==> src/rtl/uart_pkg.sv <==
// Shared definitions for the buffered UART transmitter.
// Parity modes, FSM states and a frame-length helper.
package uart_pkg;

    localparam int PARITY_NONE = 0;
    localparam int PARITY_ODD  = 1;
    localparam int PARITY_EVEN = 2;

    typedef enum logic [2:0] {
        ST_IDLE,
        ST_START,
        ST_DATA,
        ST_PARITY,
        ST_STOP
    } uart_state_t;

    function automatic int frame_len(
        input int data_bits,
        input int stop_bits,
        input int parity,
        input int clk_div
    );
        return (1 + data_bits + ((parity != PARITY_NONE) ? 1 : 0)
                + stop_bits) * clk_div;
    endfunction

endpackage

==> src/rtl/uart_tx_fifo_if.sv <==
// CPU-side write port and status of the buffered UART transmitter.
// The CPU is the master; the transmitter is the slave.
interface uart_tx_fifo_if #(
    parameter int FIFO_DEPTH = 16
);
    localparam int LW = $clog2(FIFO_DEPTH) + 1;

    logic [7:0]    wr_data;
    logic          wr_en;
    logic          full;
    logic [LW-1:0] level;
    logic          overflow;
    logic          busy;

    modport master (
        output wr_data, wr_en,
        input  full, level, overflow, busy
    );

    modport slave (
        input  wr_data, wr_en,
        output full, level, overflow, busy
    );
endinterface

==> src/rtl/sync_fifo.sv <==
// Single-clock FIFO with combinational head output.
// Occupancy is tracked by a counter; pointers wrap modulo DEPTH.
module sync_fifo #(
    parameter int WIDTH = 8,
    parameter int DEPTH = 16
) (
    input  logic                     clk,
    input  logic                     rst,
    input  logic                     push,
    input  logic                     pop,
    input  logic [WIDTH-1:0]         din,
    output logic [WIDTH-1:0]         dout,
    output logic                     full,
    output logic                     empty,
    output logic [$clog2(DEPTH):0]   level
);
    localparam int AW = $clog2(DEPTH);
    localparam int LW = AW + 1;

    logic [WIDTH-1:0] mem [DEPTH];
    logic [AW-1:0]    wp;
    logic [AW-1:0]    rp;
    logic             push_ok;
    logic             pop_ok;

    assign full    = (level == LW'(DEPTH));
    assign empty   = (level == '0);
    assign push_ok = push && !full;
    assign pop_ok  = pop && !empty;
    assign dout    = mem[rp];

    always_ff @(posedge clk) begin
        if (push_ok) begin
            mem[wp] <= din;
        end
    end

    always_ff @(posedge clk or posedge rst) begin
        if (rst) begin
            wp    <= '0;
            rp    <= '0;
            level <= '0;
        end else begin
            if (push_ok) begin
                wp <= wp + 1'b1;
            end
            if (pop_ok) begin
                rp <= rp + 1'b1;
            end
            case ({push_ok, pop_ok})
                2'b10:   level <= level + 1'b1;
                2'b01:   level <= level - 1'b1;
                default: level <= level;
            endcase
        end
    end

endmodule

==> src/rtl/uart_tx_fifo.sv <==
// Buffered UART transmitter fed by the CPU stdout strobe.
// Writes never stall; a write into a full buffer is dropped.
module uart_tx_fifo
    import uart_pkg::*;
#(
    parameter int CLK_DIV    = 1,
    parameter int DATA_BITS  = 8,
    parameter int STOP_BITS  = 1,
    parameter int PARITY     = 0,
    parameter int FIFO_DEPTH = 16
) (
    input  logic               clk,
    input  logic               rst,
    uart_tx_fifo_if.slave      bus,
    output logic               uart_tx_pin
);
    localparam int TW = (CLK_DIV > 1) ? $clog2(CLK_DIV) : 1;
    localparam int LW = $clog2(FIFO_DEPTH) + 1;

    localparam logic [7:0]    MASK   = 8'((1 << DATA_BITS) - 1);
    localparam logic [TW-1:0] T_LAST = TW'(CLK_DIV - 1);
    localparam logic [2:0]    D_LAST = 3'(DATA_BITS - 1);
    localparam logic [2:0]    S_LAST = 3'(STOP_BITS - 1);
    localparam logic          ODD    = (PARITY == PARITY_ODD);

    uart_state_t   state;
    logic [TW-1:0] timer;
    logic [2:0]    bitcnt;
    logic [7:0]    shift;
    logic          par_bit;
    logic          ovf_q;

    logic [7:0]    head;
    logic [7:0]    head_m;
    logic          fifo_full;
    logic          fifo_empty;
    logic [LW-1:0] fifo_level;
    logic          tick;
    logic          stop_end;
    logic          pop;

    sync_fifo #(
        .WIDTH (8),
        .DEPTH (FIFO_DEPTH)
    ) u_fifo (
        .clk   (clk),
        .rst   (rst),
        .push  (bus.wr_en),
        .pop   (pop),
        .din   (bus.wr_data),
        .dout  (head),
        .full  (fifo_full),
        .empty (fifo_empty),
        .level (fifo_level)
    );

    assign head_m   = head & MASK;
    assign tick     = (timer == T_LAST);
    assign stop_end = (state == ST_STOP) && tick && (bitcnt == S_LAST);
    assign pop      = !fifo_empty && ((state == ST_IDLE) || stop_end);

    assign bus.full     = fifo_full;
    assign bus.level    = fifo_level;
    assign bus.overflow = ovf_q;
    assign bus.busy     = (state != ST_IDLE) || (fifo_level != '0);

    // full is the pre-edge value, so a same-edge pop never rescues the write
    always_ff @(posedge clk or posedge rst) begin
        if (rst) begin
            ovf_q <= 1'b0;
        end else begin
            ovf_q <= bus.wr_en && fifo_full;
        end
    end

    always_ff @(posedge clk or posedge rst) begin
        if (rst) begin
            state       <= ST_IDLE;
            timer       <= '0;
            bitcnt      <= '0;
            shift       <= '0;
            par_bit     <= 1'b0;
            uart_tx_pin <= 1'b1;
        end else begin
            unique case (state)
                ST_IDLE: begin
                    uart_tx_pin <= 1'b1;
                    if (pop) begin
                        shift       <= head_m;
                        par_bit     <= (^head_m) ^ ODD;
                        timer       <= '0;
                        bitcnt      <= '0;
                        uart_tx_pin <= 1'b0;
                        state       <= ST_START;
                    end
                end
                ST_START: begin
                    if (tick) begin
                        timer       <= '0;
                        uart_tx_pin <= shift[0];
                        state       <= ST_DATA;
                    end else begin
                        timer <= timer + 1'b1;
                    end
                end
                ST_DATA: begin
                    if (!tick) begin
                        timer <= timer + 1'b1;
                    end else if (bitcnt == D_LAST) begin
                        timer  <= '0;
                        bitcnt <= '0;
                        if (PARITY != PARITY_NONE) begin
                            uart_tx_pin <= par_bit;
                            state       <= ST_PARITY;
                        end else begin
                            uart_tx_pin <= 1'b1;
                            state       <= ST_STOP;
                        end
                    end else begin
                        timer       <= '0;
                        bitcnt      <= bitcnt + 1'b1;
                        shift       <= shift >> 1;
                        uart_tx_pin <= shift[1];
                    end
                end
                ST_PARITY: begin
                    if (tick) begin
                        timer       <= '0;
                        uart_tx_pin <= 1'b1;
                        state       <= ST_STOP;
                    end else begin
                        timer <= timer + 1'b1;
                    end
                end
                ST_STOP: begin
                    if (!tick) begin
                        timer <= timer + 1'b1;
                    end else if (bitcnt != S_LAST) begin
                        timer  <= '0;
                        bitcnt <= bitcnt + 1'b1;
                    end else if (pop) begin
                        // back-to-back frame: no idle bit between stop and start
                        shift       <= head_m;
                        par_bit     <= (^head_m) ^ ODD;
                        timer       <= '0;
                        bitcnt      <= '0;
                        uart_tx_pin <= 1'b0;
                        state       <= ST_START;
                    end else begin
                        timer       <= '0;
                        bitcnt      <= '0;
                        uart_tx_pin <= 1'b1;
                        state       <= ST_IDLE;
                    end
                end
                default: begin
                    state       <= ST_IDLE;
                    uart_tx_pin <= 1'b1;
                end
            endcase
        end
    end

endmodule

==> src/flat_wrapper.sv <==
// flat-port wrapper written by rule: the top's interface ports become plain ports
module uart_tx_fifo_flat import uart_pkg::*;
#(
    parameter int CLK_DIV    = 1,
    parameter int DATA_BITS  = 8,
    parameter int STOP_BITS  = 1,
    parameter int PARITY     = 0,
    parameter int FIFO_DEPTH = 16
)
  (clk, rst, uart_tx_pin, bus_wr_data, bus_wr_en, bus_full, bus_level, bus_overflow, bus_busy);
  uart_tx_fifo_if #(.FIFO_DEPTH(FIFO_DEPTH)) bus_i ();
  input  logic clk;
  input  logic rst;
  output logic uart_tx_pin;
  input wire logic [$bits(bus_i.wr_data)-1:0] bus_wr_data;
  input wire logic [$bits(bus_i.wr_en)-1:0] bus_wr_en;
  output wire logic [$bits(bus_i.full)-1:0] bus_full;
  output wire logic [$bits(bus_i.level)-1:0] bus_level;
  output wire logic [$bits(bus_i.overflow)-1:0] bus_overflow;
  output wire logic [$bits(bus_i.busy)-1:0] bus_busy;
  assign bus_i.wr_data = bus_wr_data;
  assign bus_i.wr_en = bus_wr_en;
  assign bus_full = bus_i.full;
  assign bus_level = bus_i.level;
  assign bus_overflow = bus_i.overflow;
  assign bus_busy = bus_i.busy;
  uart_tx_fifo #(.CLK_DIV(CLK_DIV), .DATA_BITS(DATA_BITS), .STOP_BITS(STOP_BITS), .PARITY(PARITY), .FIFO_DEPTH(FIFO_DEPTH)) u_core (.clk(clk), .rst(rst), .bus(bus_i), .uart_tx_pin(uart_tx_pin));
endmodule
==> config.mk <==
export PLATFORM = sky130hd
export DESIGN_NAME = uart_tx_fifo_flat
export DESIGN_NICKNAME = d
export VERILOG_FILES = /design/src/rtl/uart_pkg.sv /design/src/rtl/uart_tx_fifo_if.sv /design/src/rtl/sync_fifo.sv /design/src/rtl/uart_tx_fifo.sv /design/src/flat_wrapper.sv
export SDC_FILE = /design/constraint.sdc
export NUM_CORES = 1
export LEC_CHECK = 0
export CAP_MARGIN = 20
export CORE_ASPECT_RATIO = 1.2
export CORE_MARGIN = 1.5
export CORE_UTILIZATION = 55
export CTS_CLUSTER_SIZE = 14
export DETAILED_ROUTE_END_ITERATION = 10
export PLACE_DENSITY = 0.84
export SKIP_LAST_GASP = 1
export SLEW_MARGIN = 0
export SYNTH_ARGS = -nofsm -noshare
export SYNTH_HDL_FRONTEND = slang
export SYNTH_SLANG_ARGS = --single-unit
==> constraint.sdc <==
create_clock -name clk -period 7.45 [get_ports clk]
set_clock_uncertainty 0.15 [all_clocks]
set_input_delay 2.235 -clock clk [delete_from_list [all_inputs] [get_ports clk]]
set_output_delay 2.235 -clock clk [all_outputs]
set_load 0.02 [all_outputs]
Yosys cells after proc, flatten, opt, wreduce, memory -nomap -nowiden
Memory sizes are Yosys's and may differ from the RTL's.
Cells that the tools add are included.
{ "classes": {"mux": 35, "n_bitwise": 1, "eq_ne": 16, "n_reduce_logical": 25, "n_addsub": 6} }
{ "ops": {"columns": ["operator", "count"], "rows": [
  ["two-way mux 8 bit", 5],
  ["two-way mux 3 bit", 12],
  ["case mux 8 bit (3 select lines)", 1],
  ["case mux 3 bit (5 select lines)", 1],
  ["!= test 2 bit, second input constant", 7],
  ["two-way mux 1 bit", 12],
  ["case mux 5 bit (2 select lines)", 1],
  ["AND reduction 5 bit", 2],
  ["case mux 3 bit (3 select lines)", 1],
  ["nonzero test 3 bit", 3],
  ["adder 4 x 1 -> 4 bit, second input constant", 2],
  ["AND reduction 7 bit", 1],
  ["== test 3 x 2 -> 1 bit, second input constant", 2],
  ["== test 3 bit, second input constant", 2],
  ["logical AND 1 bit", 6],
  ["logical NOT 3 bit", 2],
  ["adder 5 x 1 -> 5 bit, second input constant", 1],
  ["== test 5 bit, second input constant", 1],
  ["logical NOT 5 bit", 1],
  ["case mux 1 bit (5 select lines)", 1],
  ["nonzero test 5 bit", 1],
  ["subtractor 5 x 1 -> 5 bit, second input constant", 1],
  ["AND reduction 4 bit", 1],
  ["nonzero test 2 bit", 2],
  ["12 further kinds", 14]
]} }
{ "totals": {"n_memories": 1, "wordCells": 93, "in_bits": 11, "output_inout_bits": 9, "mem_bits_rw": 128, "register_bits": 30} }
{ "memory_table": {"columns": ["name", "words", "width", "rd", "rd_clocked_by_memory_dff", "write_ports", "line_no", "rtl"], "rows": [
  ["u_core.u_fifo.mem", 16, 8, 1, 0, 1, "sync_fifo.sv:20", "logic [WIDTH-1:0] mem [DEPTH];"]
]} }

Logic depth before layout (Yosys ltp)
{ "depth": {"ltp_word": 9, "depth_mapped": 12, "depth_no_buf": 11} }

Cells and area by module
From an unflattened synthesis, not the netlist that was laid out.
{ "hier_totals": {"cells_unflattened": 423, "hier_area_um2": 6688.9} }
{ "modules_own_cells": {"columns": ["mod", "instances", "seq_area_each_um2", "area_each_um2", "cells_each"], "rows": [
  ["sync_fifo", 1, 4169.0, 5789.3, 333],
  ["uart_tx_fifo", 1, 401.6, 899.6, 90]
]} }

Least setup slack after synthesis
Ideal clock, no wire load.
{ "synth_timing": {"kind": "input -> register", "start": "in bus_wr_en", "end": "reg u_core.u_fifo.level[4]", "path_slack_ns": 3.116, "arrival_time_ns": 4.103, "path_buffers": 0, "setup_time_ns": 0.081, "required_time_ns": 7.219, "cell_stages": 8, "cell_sequence": "a21boi_1 -> inv_1 -> ha_1 -> fa_1 -> a21o_1 -> a21oi_1 -> mux2i_1 -> xnor2_1"} }
{ "synth_via": {"elab_chain_len": 3, "elab_cells_between_ends": 5, "cone_classes": "eq/ne: 2; mux: 1; reduce/logical: 2"} }
{ "synth_lines": {"columns": ["item", "line_no", "rtl"], "rows": [
  ["from (decl)", "flat_wrapper.sv:16", "input wire logic [$bits(bus_i.wr_en)-1:0] bus_wr_en;"],
  ["logical AND 1 bit (*)", "sync_fifo.sv:28", "assign push_ok = push && !full;"],
  ["== test 2 x 1 -> 1 bit / == test 2 bit (equally long branches)", "sync_fifo.sv:50", "case ({push_ok, pop_ok})"],
  ["case mux 5 bit (2 select lines) / nonzero test 2 bit (equally long branches)", null, null],
  ["to (signal assigned)", "sync_fifo.sv:51", "2'b10: level <= level + 1'b1;"],
  ["to (signal assigned)", "sync_fifo.sv:52", "2'b01: level <= level - 1'b1;"],
  ["to (signal assigned)", "sync_fifo.sv:53", "default: level <= level;"],
  ["to (decl)", "sync_fifo.sv:15", "output logic [$clog2(DEPTH):0] level"]
]} }
Mark *: on every way between the ends. The rest lies on a longest branch, timed or not.
A chain may end at the register's enable or synchronous reset.

Worst setup path in the final report
{ "layout_timing": {"start": "reg u_core.u_fifo.level[0]", "end": "out bus_busy"} }
{ "layout_via": {"elab_chain_len": 2} }
{ "layout_lines": {"columns": ["item", "line_no", "rtl"], "rows": [
  ["nonzero test 5 bit", "uart_tx_fifo.sv:65", "assign bus.busy = (state != ST_IDLE) || (fifo_level != '0);"],
  ["logical OR 1 bit", "uart_tx_fifo.sv:65", null],
  ["to (decl)", "flat_wrapper.sv:20", "output wire logic [$bits(bus_i.busy)-1:0] bus_busy;"]
]} }
No other way between the ends.

==> flow_summary.toml <==
[run_status]
status = "finished clean"

[timing]
report.final.slew_viol_count = 0
relSlewSlack = 0.382
rsz0062_at_grt = "false"
hold_violations = 0
clock.fmax_mhz = 210
fin_crit_sh = 0.640
max_slew.worst_pin.slew_ps = 923
period_needed_ps = 4770
setup_viol = 0
finalSetupTns_ps = 0

[worst_setup_path]
timing.rr.end = "u_core.u_fifo.level[4]$_DFFE_PP0P_"
endpoint_kind = "output port"
rr_worst_depth = 9
slowest_delay_ps = 540
path_buf_inv = 1
path_cells = "nor4_2, nand2_1, or3_1, clkdlybuf4s50_1"
cp-start-kind = "flip-flop"
crit_arrival_ps = 2380
path_depth = 4
path_max_fanout = 5
worstPathRequired_ps = 5070
worst-r2r-setup-slack_ps = 4280
crit_type = "flip-flop to output port"
crit_path_start = "u_core.u_fifo.level[0]$_DFFE_PP0P_"
reg2reg_from = "u_core.u_fifo.level[0]$_DFFE_PP0P_"
cp-endpoint = "bus_busy"
critical-path-slowest-cell = "clkdlybuf4s50_1"
crit_family = "simple AND/OR/NAND/NOR gates"

[power_and_ir_drop]
switching_share = 0.318
p_leak_nw = 2.66
power_frac_seq = 0.412
ir_drop_mv = 0.179
p_clk_frac = 0.265
p_switching_uw = 939
p_per_area_nw_per_um2 = 397
p_comb_frac = 0.323
p_int_mw = 2.01

[min_path]
min_path_type = "flip-flop to flip-flop"

[yosys]
ys_dominant_reg_cell = "edfxtp_1"
yosysUniqueCellTypes = 45
synth-edff-count = 128
synth_fp_nets = 384
synthesis.area_um2 = 6560
ys_seq_area_frac = 0.697
synth_top_area_share = 0.586
synth_cells = 360
syn_area_per_cell_um2 = 18.2
ys_async_sr_fraction = 0.185
ys_top_cells_by_area = "edfxtp_1 (59%), dfrtp_1 (11%), mux4_2 (5.8%), mux4_1 (5.6%), mux2i_1 (3.7%)"
yosysWarningCount = 0
synth_seq_cells = 157
yosysTopAreaCell = "edfxtp_1"

[clock_tree]
clkLatencyLatePin_ps = 410
cts_root_buf = "clkbuf_16"
hold_buffers = 0
clkSinkCount = 157
clkTransAtPathRegs_ps = 60
postCtsSetupBuffers = 0
cts_tree = "built"
numCtsBuffers = 17
ctsResizeCount = 0
h-tree-depth = 4
clk_path_buf_depth = 2

[global_route]
grt_pass1_vias = 3420
overflow = 0
track_usage = 0.210
antenna_found_initial = 0
grt_max_degree = 35
grt_pass1_wl_um = 18500

[job]
cap_violations = 0

[routing]
drt_pass1_iterations = 5
drt_wl_total_um = 12000
via_count = 3322
drc = 0
drt_iter0_drc = 302
ant_nets = 0
viasPerCell = 5.96
wl_per_cell_um = 21.5

[floorplanning]
die_w_um = 103
io_pins = 20
start_util = 0.565
core_area_um2 = 11600
rows = 43
die_y_um = 123
dieArea_um2 = 12600

[placement]
port_buffers = 19
finalWeightedCongestion = 0.841
dp_hpwl_um = 7350

[layout]
drive_above_1_share = 0.145
multiInputGateArea_um2 = 1820
nFillCells = 828
nets = 412
regArea_um2 = 4570
area_delta_synth_final_pct = 13.2
final_util = 0.639
n_antenna_cell = 0
-- placed cells by master (no fill, tap or decap), types with 9 or more instances in the layout --
master / n
mux4_2: 17
xnor2_1: 9
mux2i_1: 24
dfrtp_1: 28
clkbuf_16: 17
edfxtp_1: 128
mux4_1: 14
clkdlybuf4s50_1: 19
nor2_1: 16
ha_1: 12
nand2_1: 15
inv_1: 11
-- cell usage after synthesis, drive strengths merged (4+ instances only) --
| master | number |
|---|---|
| and3 | 8 |
| buf | 12 |
| mux4 | 31 |
| dfrtp | 28 |
| clkbuf | 6 |
| o21ai | 4 |
| ha | 12 |
| nand2b | 5 |
| nand2 | 15 |
| nor2 | 16 |
| nor3 | 8 |
| a221o | 8 |
| mux2i | 24 |
| a21oi | 6 |
| inv | 11 |
| xnor2 | 9 |
| edfxtp | 128 |
-- worst min path at each step --
stage	from	end	slack, ps	depth (start not counted)
CTS	u_core.shift[2]$_DFFE_PP0P_	u_core.shift[1]$_DFFE_PP0P_	360	1
detailed placement	u_core.shift[2]$_DFFE_PP0P_	u_core.shift[1]$_DFFE_PP0P_	350	1
finish	u_core.shift[2]$_DFFE_PP0P_	u_core.shift[1]$_DFFE_PP0P_	360	1
global route	u_core.shift[5]$_DFFE_PP0P_	u_core.shift[4]$_DFFE_PP0P_	390	1
floorplan	u_core.shift[7]$_DFFE_PP0P_	u_core.shift[7]$_DFFE_PP0P_	320	2
global placement	u_core.shift[2]$_DFFE_PP0P_	u_core.shift[1]$_DFFE_PP0P_	340	1
-- routing by layer --
metal | up-vias | GRT usage | share of wire
met5 | - | 0 | 0
met4 | 0 | 0.0993 | 0.016
met3 | 14 | 0.0490 | 0.053
met2 | 128 | 0.346 | 0.53
met1 | 1694 | 0.263 | 0.40
li1 | 1486 | - | -
-- state kept, by name (all words and copies together), names as in the netlist --
signal               flops
u_core.u_fifo.wp         4
u_core.u_fifo.rp         4
u_core.u_fifo.level      5
u_core.bitcnt            3
u_core.bus.overflow      1
u_core.state             3
u_core.u_fifo.mem      128
u_core.uart_tx_pin       1
u_core.shift             8
-- power groups by stage --
stage / registers, mW / clock network, mW / logic (mW)
floorplan: 1.20 / 0 / 0.768
global placement: 1.22 / 0 / 0.906
detailed placement: 1.23 / 0 / 0.948
CTS: 1.21 / 0.790 / 0.962
global route: 1.23 / 0.827 / 1.04
finish: 1.21 / 0.782 / 0.953
-- stage by stage --
stage | total power, mW | worst slack, ps | cells | area [um2] | hold WS, ps
after floorplan | 1.96 | 3120 | 360 | 6560 | 319
after global placement | 2.12 | 2400 | 522 | 6850 | 336
after detailed placement | 2.18 | 2340 | 524 | 6880 | 347
after CTS | 2.97 | 2630 | 555 | 7410 | 358
after global routing | 3.10 | 2550 | 557 | 7430 | 388
final | 2.95 | 2680 | 557 | 7430 | 363
-- final cells by class --
type                            instances  area share
Clock buffer                           19      0.0583
Timing Repair Buffer                   27      0.0361
Inverter                               11     0.00556
Clock inverter                         12      0.0135
Multi-Input combinational cell        174       0.245
Tap cell                              157      0.0265
Sequential cell                       157       0.616
-- kinds of logic after synthesis --
group                    count (synthesis)  share of synthesized area
flip-flops                             157                      0.697
AND/OR/NAND/NOR                         63                     0.0473
multiplexers                            58                      0.156
AO/OA/AOI/OAI                           30                     0.0341
buffers and inverters                   29                     0.0265
adder cells (fa/ha/maj)                 13                     0.0259
XOR/XNOR                                10                     0.0133
Note: power is estimated with default switching activity, not from simulation.
